File: src/rtl/instr_sequencer.sv
// -----------------------------------------------------------------------------
// instr_sequencer
//   Control side of the register-file/ALU datapath. Fetches 20-bit instructions
//   from a synchronous program memory (data valid one cycle after the address),
//   decodes them and drives the datapath register addresses, write strobe and
//   ALU controls. Each instruction takes two cycles: FETCH, then EXEC.
//
//   Instruction word: [19:16] op, [15:12] WA, [11:8] RA1, [7:0] imm.
//   Register forms take RA2 from imm[3:0].
//
// Ports
//   CLK, RESET      clock; synchronous active-high reset
//   start           1-cycle pulse, begins execution at PC 0 from IDLE/HALT
//   instr_addr      program memory address (current PC)
//   instr_data      program memory read data
//   Zero            datapath zero flag for the current ALU controls
//   RA1/RA2/WA      datapath register addresses
//   write_enable    datapath register write strobe
//   ALUSrc          1 selects immediate as the second ALU operand
//   ALUControl      00 AND, 01 OR, 10 ADD, 11 SUB
//   immediate       immediate operand / branch target
//   busy, halted    status (FETCH/EXEC, HALT)
//   illegal         1-cycle pulse when an undefined opcode executes
//
// Configuration
//   INSTR_SEQ_RETIRE_COUNT_EN : adds retired_count[15:0], a saturating count of
//   executed instructions, cleared by RESET and by an accepted start.
// -----------------------------------------------------------------------------
module instr_sequencer #(
   parameter int PC_W    = 8,
   parameter int INSTR_W = 20
) (
   input  logic               CLK,
   input  logic               RESET,
   input  logic               start,
   output logic [PC_W-1:0]    instr_addr,
   input  logic [INSTR_W-1:0] instr_data,
   input  logic               Zero,
   output logic [3:0]         RA1,
   output logic [3:0]         RA2,
   output logic [3:0]         WA,
   output logic               write_enable,
   output logic               ALUSrc,
   output logic [1:0]         ALUControl,
   output logic [7:0]         immediate,
   output logic               busy,
   output logic               halted,
`ifdef INSTR_SEQ_RETIRE_COUNT_EN
   output logic               illegal,
   output logic [15:0]        retired_count
`else
   output logic               illegal
`endif
);

   typedef enum logic [1:0] {
      S_IDLE  = 2'd0,
      S_FETCH = 2'd1,
      S_EXEC  = 2'd2,
      S_HALT  = 2'd3
   } state_e;

   state_e          state_q, state_d;
   logic [PC_W-1:0] pc_q, pc_d;
   logic            zero_flag_q, zero_flag_d;
   logic            we_s;
   logic            start_ok_s;

   logic [3:0] op_s, wa_s, ra1_s;
   logic [7:0] imm_s;

   assign op_s  = instr_data[19:16];
   assign wa_s  = instr_data[15:12];
   assign ra1_s = instr_data[11:8];
   assign imm_s = instr_data[7:0];

   assign instr_addr = pc_q;
   assign busy       = (state_q == S_FETCH) || (state_q == S_EXEC);
   assign halted     = (state_q == S_HALT);
   assign start_ok_s = start && ((state_q == S_IDLE) || (state_q == S_HALT));

   // Reset must be able to kill a write that is already decoded in EXEC.
   assign write_enable = we_s & ~RESET;

   // Next-state, PC, zero flag and datapath control decode.
   always_comb begin
      state_d     = state_q;
      pc_d        = pc_q;
      zero_flag_d = zero_flag_q;
      RA1         = 4'd0;
      RA2         = 4'd0;
      WA          = 4'd0;
      we_s        = 1'b0;
      ALUSrc      = 1'b0;
      ALUControl  = 2'b00;
      immediate   = 8'd0;
      illegal     = 1'b0;
      case (state_q)
         S_IDLE, S_HALT: begin
            if (start_ok_s) begin
               state_d = S_FETCH;
               pc_d    = '0;
            end else begin
               state_d = state_q;
            end
         end
         S_FETCH: begin
            state_d = S_EXEC;
         end
         S_EXEC: begin
            state_d = S_FETCH;
            pc_d    = pc_q + {{(PC_W-1){1'b0}}, 1'b1};
            case (op_s)
               4'h1, 4'h2, 4'h3, 4'h4: begin
                  WA          = wa_s;
                  RA1         = ra1_s;
                  RA2         = imm_s[3:0];
                  immediate   = imm_s;
                  ALUControl  = op_s[1:0] - 2'd1;   // (op-1)[1:0]
                  we_s        = 1'b1;
                  zero_flag_d = Zero;
               end
               4'h5, 4'h6, 4'h7, 4'h8: begin
                  WA          = wa_s;
                  RA1         = ra1_s;
                  immediate   = imm_s;
                  ALUSrc      = 1'b1;
                  ALUControl  = op_s[1:0] - 2'd1;
                  we_s        = 1'b1;
                  zero_flag_d = Zero;
               end
               4'h9: begin
                  immediate = imm_s;
                  if (zero_flag_q) begin
                     pc_d = PC_W'(imm_s);
                  end else begin
                     pc_d = pc_q + {{(PC_W-1){1'b0}}, 1'b1};
                  end
               end
               4'hA: begin
                  immediate = imm_s;
                  if (!zero_flag_q) begin
                     pc_d = PC_W'(imm_s);
                  end else begin
                     pc_d = pc_q + {{(PC_W-1){1'b0}}, 1'b1};
                  end
               end
               4'hB: begin
                  immediate = imm_s;
                  pc_d      = PC_W'(imm_s);
               end
               4'hF: begin
                  state_d = S_HALT;
                  pc_d    = pc_q;
               end
               4'hC, 4'hD, 4'hE: begin
                  // Undefined opcodes retire as NOP but are flagged.
                  illegal = 1'b1;
               end
               default: begin
                  // op 0: NOP
                  illegal = 1'b0;
               end
            endcase
         end
         default: begin
            state_d = S_IDLE;
         end
      endcase
   end

   // State, PC and zero-flag registers.
   always_ff @(posedge CLK) begin
      if (RESET) begin
         state_q     <= S_IDLE;
         pc_q        <= '0;
         zero_flag_q <= 1'b0;
      end else begin
         state_q     <= state_d;
         pc_q        <= pc_d;
         zero_flag_q <= zero_flag_d;
      end
   end

`ifdef INSTR_SEQ_RETIRE_COUNT_EN
   logic [15:0] retire_q, retire_d;

   assign retired_count = retire_q;

   // Saturating retire counter; an accepted start begins a fresh count.
   always_comb begin
      retire_d = retire_q;
      if (start_ok_s) begin
         retire_d = 16'd0;
      end else if ((state_q == S_EXEC) && (retire_q != 16'hFFFF)) begin
         retire_d = retire_q + 16'd1;
      end else begin
         retire_d = retire_q;
      end
   end

   // Retire counter register.
   always_ff @(posedge CLK) begin
      if (RESET) begin
         retire_q <= 16'd0;
      end else begin
         retire_q <= retire_d;
      end
   end
`endif

endmodule

File: config.mk
export PLATFORM = sky130hd
export DESIGN_NAME = instr_sequencer
export DESIGN_NICKNAME = d
export VERILOG_FILES = /design/src/rtl/instr_sequencer.sv
export SDC_FILE = /design/constraint.sdc
export NUM_CORES = 1
export LEC_CHECK = 0
export CORE_AREA = 2 2 54 56
export DETAILED_ROUTE_END_ITERATION = 10
export DIE_AREA = 0 0 56 58
export GPL_TIMING_DRIVEN = 0
export PLACE_DENSITY = 0.82
export SYNTH_ARGS = -nofsm -noshare
export SYNTH_HDL_FRONTEND = slang
export SYNTH_SLANG_ARGS = --single-unit
File: constraint.sdc
create_clock -name CLK -period 4.7 [get_ports CLK]
set_input_delay 0.94 -clock CLK [delete_from_list [all_inputs] [get_ports CLK]]
set_output_delay 0.94 -clock CLK [all_outputs]
set_load 0.02 [all_outputs]
; ---- After elaboration in Yosys (flattened, before gate mapping)
; Index checks and enable logic that the tools add are counted.
; W data, S select, Z words.
[op_classes]
eq_ne = 20
reduce_logical = 13
muxes = 24
n_bitwise = 2
add_sub_neg = 2
[ops]
columns = cell, n
row1 = $mux W8, 5
row2 = $eq A4 B4 Y1 const B, 8
row3 = $pmux W8 S4, 1
row4 = $mux W4, 6
row5 = $eq A4 B3 Y1 const B, 4
row6 = $pmux W8 S2, 1
row7 = $reduce_or A11 Y1, 1
row8 = $add A8 B1 Y8 const B, 1
row9 = $eq A4 B2 Y1 const B, 2
row10 = $mux W2, 4
row11 = $reduce_or A4 Y1, 2
row12 = $reduce_or A8 Y1, 1
row13 = $mux W1, 6
row14 = $pmux W2 S3, 1
row15 = $eq A2 B2 Y1 const B, 2
row16 = $eq A4 B1 Y1 const B, 1
row17 = $ne A2 B2 Y1 const B, 2
row18 = $reduce_and A3 Y1, 1
row19 = $reduce_or A3 Y1, 1
row20 = $eq A2 B1 Y1 const B, 1
row21 = $logic_not A2 Y1, 1
row22 = $logic_or A1 B1 Y1, 2
row23 = $reduce_and A2 Y1, 1
row24 = $reduce_bool A2 Y1, 1
row25 = 5 further kinds, 5
[word_totals]
input_bits = 24
out_inout_bits = 35
ff_bits = 11
wordCells = 64

; ---- Logic depth before layout (Yosys ltp)
[logic_depth]
depth_word = 5
ltp_mapped = 8
mapped_depth_nobuf = 7

; ---- Worst setup path before layout
; Ideal clock, no wire load.
[synth_timing]
kind = input to output
startpoint = in instr_data[17]
endpoint = out ALUSrc
path_buffers = 0
t_required_ps = 3760
path_stages = 5
setup_slack_ps = 1676
arrival_ps = 2084
path_cell_list = inv_1 > ha_1 > nor3_1 > or3b_1 > a21boi_1
[synth_via]
elab_chain_cells = 4
word_cells_on_any_way = 7
classes_between = eq/ne (4) / mux (2) / reduce/logical (1)
[synth_lines]
columns = item, line_no
row1 = from (decl), 37  ; input logic [INSTR_W-1:0] instr_data,
row2 = $eq A4 B3 Y1 / $eq A4 B4 Y1 (equally long branches), 113  ; case (op_s)
row3 = $reduce_or A4 Y1 (*), -
row4 = $mux W1 (*), 113
row5 = $mux W1 (*), 98  ; case (state_q)
row6 = to (decl), 43  ; output logic ALUSrc,
; Every way passes the cells marked *; elsewhere a longest branch is shown, timed or not.

; ---- Worst setup path after layout
[layout_timing]
startpoint = in instr_data[16]
endpoint = out RA2[2]
[layout_via]
elab_chain_cells = 4
word_cells_on_any_way = 7
classes_between = eq/ne (4) / mux (2) / reduce/logical (1)
[layout_lines]
columns = item, line_no
row1 = $eq A4 B1 Y1 (tied with other cells), 113
row2 = $reduce_or A4 Y1 (*), -
row3 = $mux W4 (*), 113
row4 = $mux W4 (*), 98
row5 = to (decl), 40  ; output logic [3:0] RA2,
; Marked as above.

==> impl_metrics.prom <==
# TYPE chip_impl_metric gauge
chip_impl_info{name="result_of_the_run",value="finished clean"} 1
chip_impl_metric{name="finalMaxSlewViolations",unit=""} 0
chip_impl_metric{name="cellLeakagePower",unit="nW"} 0.654
chip_impl_metric{name="postPlaceCellArea",unit="sq um"} 1650
chip_impl_info{name="timing_worst_setup_path_type",value="input port to output port"} 1
chip_impl_metric{name="p_per_area",unit="nW/um^2"} 285
chip_impl_metric{name="ys_types",unit=""} 42
chip_impl_metric{name="switching_power",unit="mW"} 0.206
chip_impl_metric{name="num-nets-final",unit=""} 228
chip_impl_metric{name="final.setup_skew",unit="ns"} 0.00499
chip_impl_metric{name="cts_made_buffers",unit=""} 3
chip_impl_metric{name="first_pass_iters",unit=""} 4
chip_impl_metric{name="finalSetupViolCount",unit=""} 0
chip_impl_metric{name="postSynthCellCount",unit=""} 135
chip_impl_metric{name="yosys_register_bits",unit=""} 11
chip_impl_metric{name="timing.final.crit_share",unit=""} 0.901
chip_impl_metric{name="die_w",unit="um"} 56
chip_impl_metric{name="clk_transition_reported_paths",unit="ns"} 0.07
chip_impl_info{name="tritoncts",value="done"} 1
chip_impl_metric{name="cap_violations",unit=""} 0
chip_impl_metric{name="worst_path_largest_cell_delay",unit="ns"} 0.60
chip_impl_metric{name="wl_per_cell",unit="um"} 13.9
chip_impl_info{name="rsz0062_at_grt",value="no"} 1
chip_impl_metric{name="fmax",unit="MHz"} 236
chip_impl_metric{name="globalRouteOverflowTotal",unit=""} 0
chip_impl_metric{name="utilization",unit=""} 0.628
chip_impl_metric{name="vdd_ir_drop_max",unit="V"} 0.000310
chip_impl_metric{name="initial_core_utilization",unit=""} 0.393
chip_impl_metric{name="flow.area_growth_from_synthesis",unit="%"} 59.7
chip_impl_metric{name="vias",unit=""} 1186
chip_impl_info{name="category_of_the_worst_setup_path_capture_point",value="output port"} 1
chip_impl_metric{name="global_route.usage.met1",unit=""} 0.238
chip_impl_metric{name="combPwrFrac",unit=""} 0.615
chip_impl_info{name="critical-path-slowest-cell",value="clkdlybuf4s50_1"} 1
chip_impl_metric{name="count_of_buffer_and_inverter_cells_on_the_critical_path",unit=""} 2
chip_impl_metric{name="finalSetupTns",unit="ns"} 0
chip_impl_metric{name="ctsHtreeMaxLevel",unit=""} 1
chip_impl_info{name="top_usage_layer",value="met2"} 1
chip_impl_info{name="timing.hold.worst.class",value="flip-flop to flip-flop"} 1
chip_impl_metric{name="final.fill_count",unit=""} 233
chip_impl_metric{name="clkLatencyLatePin",unit="ns"} 0.28
chip_impl_metric{name="actual_slew_at_the_worst_max_slew_pin",unit="ns"} 0.528
chip_impl_metric{name="synthDominantCellAreaShare",unit=""} 0.210
chip_impl_info{name="yosys.area.top_type",value="dfxtp_1"} 1
chip_impl_metric{name="grt_resource_usage_total",unit=""} 0.191
chip_impl_metric{name="syn_area_per_cell",unit="sq um"} 7.76
chip_impl_metric{name="gpl.final_weighted_congestion",unit=""} 0.794
chip_impl_metric{name="ctsLongestPathBuffers",unit=""} 2
chip_impl_metric{name="post_cts_buffers",unit=""} 0
chip_impl_metric{name="critPathArrivalTime",unit="ns"} 3.30
chip_impl_metric{name="initialDrtViolationCount",unit=""} 73
chip_impl_metric{name="total_non_filler_cell_area_in_the_finished_layout",unit="sq um"} 1670
chip_impl_info{name="crit_family",value="buffers and inverters"} 1
chip_impl_info{name="clock-root-buffer",value="clkbuf_4"} 1
chip_impl_info{name="critical_path.most_common_cell",value="clkdlybuf4s50_1"} 1
chip_impl_metric{name="grt_pass1_wl",unit="um"} 4920
chip_impl_metric{name="count_of_hold_buffers_inserted_by_post_cts_repair",unit=""} 0
chip_impl_metric{name="dp_hpwl",unit="um"} 2550
chip_impl_metric{name="max_slew_margin",unit=""} 0.648
chip_impl_metric{name="yosys_warnings",unit=""} 0
chip_impl_metric{name="routed_via_density",unit=""} 5.25
chip_impl_metric{name="place.port_buffers",unit=""} 56
chip_impl_metric{name="synth-seq-area-share",unit=""} 0.210
chip_impl_metric{name="critical_path_peak_fanout",unit=""} 6
chip_impl_metric{name="groute.layer.met3.usage",unit=""} 0.0268
chip_impl_metric{name="wl",unit="um"} 3150
chip_impl_metric{name="numClockSinks",unit=""} 11
chip_impl_metric{name="mappedNetlistArea",unit="sq um"} 1050
chip_impl_metric{name="largest_net_degree_at_the_start_of_global_routing",unit=""} 11
chip_impl_info{name="critical_path.startpoint_type",value="input port"} 1
chip_impl_metric{name="critPathRequiredTime",unit="ns"} 3.76
chip_impl_metric{name="ant_nets",unit=""} 0
chip_impl_metric{name="r2r_slack",unit="ns"} 2.76
chip_impl_metric{name="insertedDiodeCount",unit=""} 0
chip_impl_metric{name="std_cell_rows",unit=""} 19
chip_impl_metric{name="syn_nets",unit=""} 167
chip_impl_metric{name="final_layout_size_suffix_gt1_frac",unit=""} 0.0974
chip_impl_metric{name="residual_drc",unit=""} 0
chip_impl_info{name="synth.top_cells.by_area",value="dfxtp_1, ha_1, and2_1, a21oi_1, and3_1"} 1
chip_impl_metric{name="final.min_clock_period",unit="ns"} 4.24
chip_impl_metric{name="design.die.area",unit="sq um"} 3250
chip_impl_metric{name="global_routing_usage_on_met2",unit=""} 0.333
chip_impl_info{name="path_cells",value="clkdlybuf4s50_1 -> ha_1 -> nor3_1 -> nor2_1 -> a21oi_1 -> nor3b_1 -> and2_1 -> clkdlybuf4s50_1"} 1
chip_impl_metric{name="p_seq_frac",unit=""} 0.245
chip_impl_metric{name="p_int",unit="mW"} 0.270
chip_impl_metric{name="floorplan.die.height",unit="um"} 58
chip_impl_metric{name="floorplan.core_area",unit="sq um"} 2660
chip_impl_metric{name="initial_antenna_violation_count",unit=""} 0
chip_impl_metric{name="clkPwrFrac",unit=""} 0.140
chip_impl_metric{name="ioPinCount",unit=""} 59
chip_impl_metric{name="hold_viol",unit=""} 0
chip_impl_metric{name="via_count_of_the_first_global_routing_pass",unit=""} 1097
chip_impl_metric{name="post_cts_resized",unit=""} 0
chip_impl_metric{name="sw_frac_of_total",unit=""} 0.433
## cell type report
| type | instances | area, sq um | share of cell area |
|---|---|---|---|
| inverter | 12 | 45.0 | 0.0269 |
| sequential | 11 | 220 | 0.132 |
| clock buffer | 4 | 26.3 | 0.0157 |
| tap | 31 | 38.8 | 0.0232 |
| multi-input combinational | 108 | 748 | 0.447 |
| buffer | 4 | 33.8 | 0.0202 |
| timing repair buffer | 56 | 561 | 0.335 |
## cell usage in the layout, fill, tap and decap left out, drive strengths merged, types with 2 or more instances in the layout
cell and instances:
dfxtp 11, a32oi 2, a22oi 4, buf 3, nor3 3, inv 12, nand2b 2, a21oi 12
a21boi 2, clkbuf 5, and3 9, nor2 13, o21ai 9, nand2 8, nand3 7, nand3b 2
ha 8, and2 13, clkdlybuf4s50 56
## path summary, 6_finish.rpt
kind,from,to,depth (start not counted)
min,instr_addr[6],instr_addr[6],2
max reg2reg,state_q[0],instr_addr[3],7
min reg2reg,instr_addr[6],instr_addr[6],2
max,instr_data[16],RA2[2],8
## state kept, by name, summed over array words and instances (netlist names)
| signal | cells |
|---|---|
| instr_addr | 8 |
| state_q | 2 |
| zero_flag_q | 1 |
## tightest hold or removal path: stages (launching register included)
cell	delay [ns]
dfxtp_1	0.35
inv_1	0.06
o21ai_1	0.06
## synthesized netlist by cell type (all sizes together)
library cell	number
nand4	1
a21boi	2
o32ai	1
nor3	3
or3	1
a2111oi	1
o211ai	1
and2b	1
inv	12
o311a	1
buf	3
nand2b	2
a211oi	1
or3b	1
a21oi	12
ha	8
nand3	7
nor2b	1
and3	9
a32oi	2
and2	13
mux2i	1
clkbuf	1
o221ai	1
nor3b	1
xor2	1
nor2	13
dfxtp	11
nand2	8
nand3b	2
o21ai	9
a22oi	4
## through the flow
stage	hold WS, ns	power, mW	worst slack [ns]	std cells
after floorplan	0.501	0.297	1.68	135
after global placement	0.482	0.395	0.492	222
after detailed placement	0.492	0.407	0.477	222
after CTS	0.503	0.476	0.470	226
after global routing	0.547	0.505	0.269	226
final	0.504	0.476	0.463	226
## cells by family after synthesis
group                      after synthesis  synth area share
and+or+nand+nor                         63             0.342
AOI/OAI and AO/OA                       35             0.259
buffers and inverters                   16            0.0753
DFF                                     11             0.210
adders and majority gates                8            0.0956
xor gates and xnor gates                 1           0.00836
muxes                                    1           0.00956
## power by group through the flow
stage	logic, mW	clock network, mW	registers, mW
2_1_floorplan	0.178	0	0.119
3_3_place_gp	0.278	0	0.117
3_5_place_dp	0.288	0	0.119
4_1_cts	0.291	0.0682	0.117
5_1_grt	0.312	0.0758	0.118
6_report	0.293	0.0669	0.117
## layer usage
layer / share of wire / up-vias
li1: - / 599
met1: 0.42 / 528
met2: 0.51 / 50
met3: 0.054 / 9
met4: 0.015 / 0
met5: 0 / -
Note: power is estimated with default switching activity, not from simulation.
